### src/rtl/bnn_operand_loader.sv
// bnn_operand_loader: assembles tagged byte streams into input/weight operand words for the neuron stage.
module bnn_operand_loader #(
  parameter int NBYTES = 4
) (
  input  logic                  clock,
  input  logic                  reset,
  input  logic                  flush,
  input  logic [7:0]            in_byte,
  input  logic                  in_is_weight,
  input  logic                  in_valid,
  output logic                  in_ready,
  output logic [8*NBYTES-1:0]   input_data,
  output logic [8*NBYTES-1:0]   weight,
  output logic                  out_valid,
  input  logic                  out_ready,
  output logic                  seq_err,
  output logic [7:0]            frames_done
);
  localparam int W = 8 * NBYTES;
  localparam int IW = (NBYTES > 1) ? $clog2(NBYTES) : 1;
  localparam logic [IW-1:0] LAST = IW'(NBYTES - 1);
  typedef enum logic [1:0] {LOAD_X, LOAD_W, HOLD} state_t;
  state_t        state_q;
  logic [IW-1:0] idx_q;
  logic [W-1:0]  ax_q, aw_q, input_data_q, weight_q;
  logic          out_valid_q, seq_err_q;
  logic [7:0]    frames_q;
  logic          accept, mismatch, xfer, last;
  assign in_ready    = state_q != HOLD;
  assign accept      = in_valid && in_ready;
  assign mismatch    = accept && (in_is_weight != (state_q == LOAD_W));
  assign xfer        = (state_q == HOLD) && (!out_valid_q || out_ready);
  assign last        = idx_q == LAST;
  assign input_data  = input_data_q;
  assign weight      = weight_q;
  assign out_valid   = out_valid_q;
  assign seq_err     = seq_err_q;
  assign frames_done = frames_q;
  // Frame FSM: byte assembly into the staging words, then hand-off into the output slot.
  always_ff @(posedge clock or posedge reset) begin
    if (reset) begin
      state_q      <= LOAD_X;
      idx_q        <= '0;
      ax_q         <= '0;
      aw_q         <= '0;
      input_data_q <= '0;
      weight_q     <= '0;
      out_valid_q  <= 1'b0;
      seq_err_q    <= 1'b0;
      frames_q     <= '0;
    end else if (flush) begin
      state_q     <= LOAD_X;
      idx_q       <= '0;
      ax_q        <= '0;
      aw_q        <= '0;
      out_valid_q <= 1'b0;
      seq_err_q   <= 1'b0;
    end else begin
      seq_err_q <= mismatch;
      if (xfer) begin
        input_data_q <= ax_q;
        weight_q     <= aw_q;
        out_valid_q  <= 1'b1;
        frames_q     <= frames_q + 8'd1;
        state_q      <= LOAD_X;
      end else if (out_valid_q && out_ready) begin
        out_valid_q <= 1'b0;
      end
      if (mismatch) begin
        state_q <= LOAD_X;
        idx_q   <= '0;
      end else if (accept) begin
        if (state_q == LOAD_X) ax_q[{idx_q, 3'b000} +: 8] <= in_byte;
        else aw_q[{idx_q, 3'b000} +: 8] <= in_byte;
        idx_q <= last ? '0 : idx_q + 1'b1;
        if (last) state_q <= (state_q == LOAD_X) ? LOAD_W : HOLD;
      end
    end
  end
endmodule

### config.mk
export PLATFORM = sky130hd
export DESIGN_NAME = bnn_operand_loader
export DESIGN_NICKNAME = d
export VERILOG_FILES = /design/src/rtl/bnn_operand_loader.sv
export SDC_FILE = /design/constraint.sdc
export NUM_CORES = 1
export LEC_CHECK = 0
export CORE_MARGIN = 5
export CORE_UTILIZATION = 48
export DETAILED_ROUTE_END_ITERATION = 6
export PLACE_DENSITY = 0.75
export SYNTH_ARGS = -nofsm -noshare
export SYNTH_HDL_FRONTEND = slang
export SYNTH_SLANG_ARGS = --single-unit
export TNS_END_PERCENT = 1
### constraint.sdc
create_clock -name clock -period 5 [get_ports clock]
set_input_delay 1.25 -clock clock [delete_from_list [all_inputs] [get_ports clock]]
set_output_delay 1.25 -clock clock [all_outputs]
set_load 0.1 [all_outputs]
### Word level (Yosys, flattened, before mapping)

Index checks and enable logic that the tools add are counted.
W data, S select, Z words.

| storage, ports and cells | value |
|---|---|
| bits of input ports | 14 |
| output and inout port bits | 75 |
| memories | 0 |
| bits in registers | 142 |
| logic and storage cells | 60 |
| bits in latches | 0 |
| bits in read-only memories | 0 |
| RAM bits | 0 |

| cells by class | value |
|---|---|
| $add $sub $neg | 3 |
| shifts and indexed selects | 2 |
| muxes and demuxes | 24 |
| magnitude comparators | 0 |
| reduce and logical (&&, ||, !) cells | 14 |
| equality and inequality tests | 7 |
| $mul | 0 |
| bitwise operators | 1 |
| div/mod/pow operators | 0 |

Operators with widths:

| kind | count |
|---|---|
| $mux W32 | 8 |
| $bwmux W32 | 2 |
| $shift A8 B7 Y32 const A | 1 |
| $shiftx A8 B7 Y32 | 1 |
| $mux W2 | 10 |
| $add A8 B1 Y8 const B | 1 |
| $neg A5 Y7 | 1 |
| $ne A2 B2 Y1 const B | 3 |
| $reduce_and A3 Y1 | 2 |
| $reduce_bool A3 Y1 | 2 |
| $eq A2 B2 Y1 const B | 2 |
| $logic_and A1 B1 Y1 | 4 |
| $mux W1 | 4 |
| $reduce_bool A2 Y1 | 2 |
| $add A2 B1 Y2 const B | 1 |
| $eq A2 B1 Y1 const B | 1 |
| $logic_not A2 Y1 | 1 |
| $reduce_and A2 Y1 | 1 |
| $logic_not A1 Y1 | 1 |
| $logic_or A1 B1 Y1 | 1 |
| $ne A1 B1 Y1 | 1 |
| $not A1 Y1 | 1 |

### Longest topological paths before layout

| depth | value |
|---|---|
| depth in word-level cells | 8 |
| mapped depth | 8 |
| depth with buffers taken out | 6 |

### Least setup slack after synthesis

OpenSTA, ideal clock, no wires.

| timing | value |
|---|---|
| kind | input to register |
| start point | in flush |
| end point | reg weight_q[10] (netlist: weight[10]) |
| arrival time | 2.324 ns |
| library setup time | 0.125 ns |
| path buffers | 3 |
| required time | 4.875 ns |
| stages on the path | 5 |
| slack | 2.550 ns |
| cells stage by stage | buf_2 > nor3_4 > buf_4 > buf_4 > mux2_2 |

| on the way | value |
|---|---|
| word-level cells in the longest chain between the ends | 2 |

Ends and longest elaborated chain:

| element | line | source |
|---|---|---|
| from (decl) | 7 | `input logic flush,` |
| $not A1 Y1 (no line) | -- |  |
| $reduce_and A2 Y1 (no line) | -- |  |
| to (signal assigned) | 62 | `weight_q <= aw_q;` |
| to (decl) | 25 | `logic [W-1:0] ax_q, aw_q, input_data_q, weight_q;` |

No other way between the ends.
A chain may end at the register's enable or synchronous reset.

### Final worst setup path

| timing | value |
|---|---|
| start point | reg state_q[0] |
| end point | out in_ready |

| on the way | value |
|---|---|
| word-level cells in the longest chain between the ends | 1 |

Ends and longest elaborated chain:

| element | line | source |
|---|---|---|
| from (decl) | 23 | `state_t state_q;` |
| from (signal assigned) | 76 | `if (last) state_q <= (state_q == LOAD_X) ? LOAD_W : HOLD;` |
| $ne A2 B2 Y1 | 29 | `assign in_ready = state_q != HOLD;` |
| to (decl) | 11 | `output logic in_ready,` |

No other way between the ends.

==> results.tsv <==
metric	value	unit
status	finished, final reports clean	
vias in the first global route	4056	
number of cells on the critical path	2	
Crit Path Class	reg -> out	
GPL Wtd Cong	0.817	
CP endpoint kind	output pin	
Worst Setup SP	state_q[0]	
Synth Cell Area	5810	µm²
Reg clk slew, reported paths	60	ps
Die X	120	µm
DP HPWL	8330	µm
fin nets	556	
Arr. time, crit path	2410	ps
placement-stage cell area	6800	µm²
syn_area_per_cell	12.9	µm²
Worst-Margin Slew	1020	ps
ANT cells	0	
met2 usage	30.7	%
count leader, synth	dfrtp_1	
worst hold slack	476	ps
die area	14400	µm²
clock skew	5.68	ps
share of the synthesized area in the top cell type	61.1	%
Pint	0.00213	W
number of flops mapped to enable cells by yosys	0	
crit path max-delay cell type	clkdlybuf4s50_1	
ys async rst share	100	%
Worst Hold Endpoint	frames_done[7]	
CTS Hold Bufs	0	
synth top area cells	dfrtp_1 (61%), mux2_2 (13%), mux2i_1 (3.8%)	
worst skew pair latency	420	ps
mean routed wirelength per cell	18.2	µm
core box area	12000	µm²
DRT Pass-1 Iters	4	
Final ANT Viol Nets	0	
GR Util met3	4.81	%
cell depth of the worst flop-to-flop path	5	
worst-path cell chain	nand2b_4 > clkdlybuf4s50_1	
power share of the combinational group	3.6	%
Synth Warn #	0	
# IOs	89	
Commonest cells post-synth	dfrtp_1 (142), mux2_2 (65), nand2_1 (54)	
sequential element share of the synthesized area	61.1	%
Syn Nets	469	
cell family contributing the most delay on the critical path	buffers and inverters	
post-synthesis cell count	449	
WP data required	3750	ps
Power per Cell Area	360	nW/µm²
RSZ-0062 raised after global routing	false	
clock tree sinks	142	
reg-to-reg endpoint	ax_q[1]	
GR Util met1	23.8	%
Final Non-Filler Cells	696	
#FFs+latches synth	142	
Sw Ratio	20.7	%
Sequential Power Share	43.1	%
Setup Buffers After CTS	0	
first-pass GRT wire length	20900	µm
Slew HR	32.3	%
# rows	40	
Initial Util	48.6	%
Hold WC Path Type	reg -> reg	
clk buf depth	2	
Most Crowded Layer GR	met2	
crit path time final	3660	ps
largest net degree at the start of global routing	143	
vias	3742	
Buffers on Ports	88	
f_max	0.273	GHz
Yosys top cell by area	dfrtp_1	
Critical path buffers and inverters	1	
final instance area	7470	µm²
Inserted Clock Buffers	17	
Final Max Tran Viols	0	
critical path's largest stage delay	1150	ps
Placed Cells	664	
setup_tns	0	ps
synth-to-layout area growth	28.6	%
R2R Setup Slk	2930	ps
Register Area	3550	µm²
Vias/cell	5.38	
DRC	0	
post-synth cell types	41	
max_cap viols	0	
worst hold path depth	1	
CTS tree	yes	
dominant synthesized flop cell	dfrtp_1	
Initial DRC Count	262	
Total GRT Usage	18.6	%
clock tree root buffer cell	clkbuf_16	
Die Span Y	120	µm
Fillers	937	
Hold Crit Start	frames_done[7]	
Clk pwr share	53.3	%
multi-input logic area	2100	µm²
fin crit share	73.2	%
Peak supply drop	0.196	mV
P_sw	0.000557	W
final setup violation count	0	
Leakage	3.50	nW
post_cts resized	0	
startpoint types	flop	
antenna violations before repair	0	
final wirelength	12700	µm
Crit Reg-Reg Startpoint	idx_q[0]	
share of cells above drive strength 1	19.7	%
CP Max Fanout	11	
gr ovfl total	0	
Hold Fails Final Rpt	0	
CTS H-tree lvls	4	
-- how the worst max path moves through the flow --
stage / slack (ps) / endpoint
4_1_cts: 1340 / in_ready
3_3_place_gp: 1630 / ax_q[24]
2_1_floorplan: 1970 / aw_q[0]
6_report: 1340 / in_ready
3_5_place_dp: 1480 / ax_q[24]
5_1_grt: 1280 / in_ready
-- power groups by stage --
stage / clock network, W / registers (W) / logic [W]
global route: 0.00150 / 0.00116 / 0.000105
global placement: 0 / 0.00118 / 0.0000950
floorplan: 0 / 0.00119 / 0.0000465
detailed placement: 0 / 0.00118 / 0.0000973
CTS: 0.00145 / 0.00116 / 0.0000975
finish: 0.00143 / 0.00116 / 0.0000963
-- layer usage --
metal  wire [µm]  up-vias
met5           0        -
met4         208        0
met3         551       16
met2        6240       89
met1        5690     1888
li1            -     1749
-- kinds of logic (layout without fill, tap and decap cells) --
| family | count (synthesis) | count (layout) | share of synthesized area, % |
|---|---|---|---|
| flops | 142 | 142 | 61.1 |
| simple gates | 114 | 114 | 10.2 |
| mux | 87 | 87 | 16.4 |
| compound gates | 59 | 59 | 6.84 |
| buf+inv | 32 | 132 | 2.80 |
| xor+xnor | 9 | 9 | 1.36 |
| fa+ha+maj | 6 | 6 | 1.29 |
-- cells in the final DEF (no fill, tap or decap), types with 2 or more instances in the layout --
cell type / instances
xor2_1: 3
nor2_1: 6
nand2_1: 54
ha_1: 6
nor3_1: 4
xnor2_1: 6
o21ai_0: 21
a22o_1: 16
nand2b_1: 23
mux2i_1: 22
and4_1: 2
nand4_1: 2
clkinv_2: 2
inv_1: 6
clkinv_4: 2
a32o_1: 4
clkbuf_16: 17
o32ai_1: 2
a21oi_1: 10
clkdlybuf4s50_1: 88
bufinv_16: 6
dfrtp_1: 142
clkinvlp_4: 4
nand3_1: 10
mux2_2: 65
and3_1: 2
buf_4: 4
and2_1: 2
-- state kept, by name (all words and copies together), names as in the netlist --
signal       count
aw_q            32
ax_q            32
frames_done      8
idx_q            2
input_data      32
out_valid        1
seq_err          1
state_q          2
weight          32
-- metrics by stage --
step	total power, W	utilization (%)	worst slack (ps)
after floorplan	0.00124	-	1970
after global placement	0.00127	56.8	1630
after detailed placement	0.00128	56.8	1480
after CTS	0.00270	62.5	1340
after global routing	0.00277	62.5	1280
final	0.00269	62.5	1340
-- area by class of cell --
class / instances / share of cell area (%)
clock buffers: 18 / 5.88
clock inverters: 14 / 3.20
inverters: 7 / 0.402
multi-input cells: 275 / 28.1
flip-flops and latches: 142 / 47.5
well taps: 147 / 2.46
repair buffers: 93 / 12.5
Note: power is estimated with default switching activity, not from simulation.
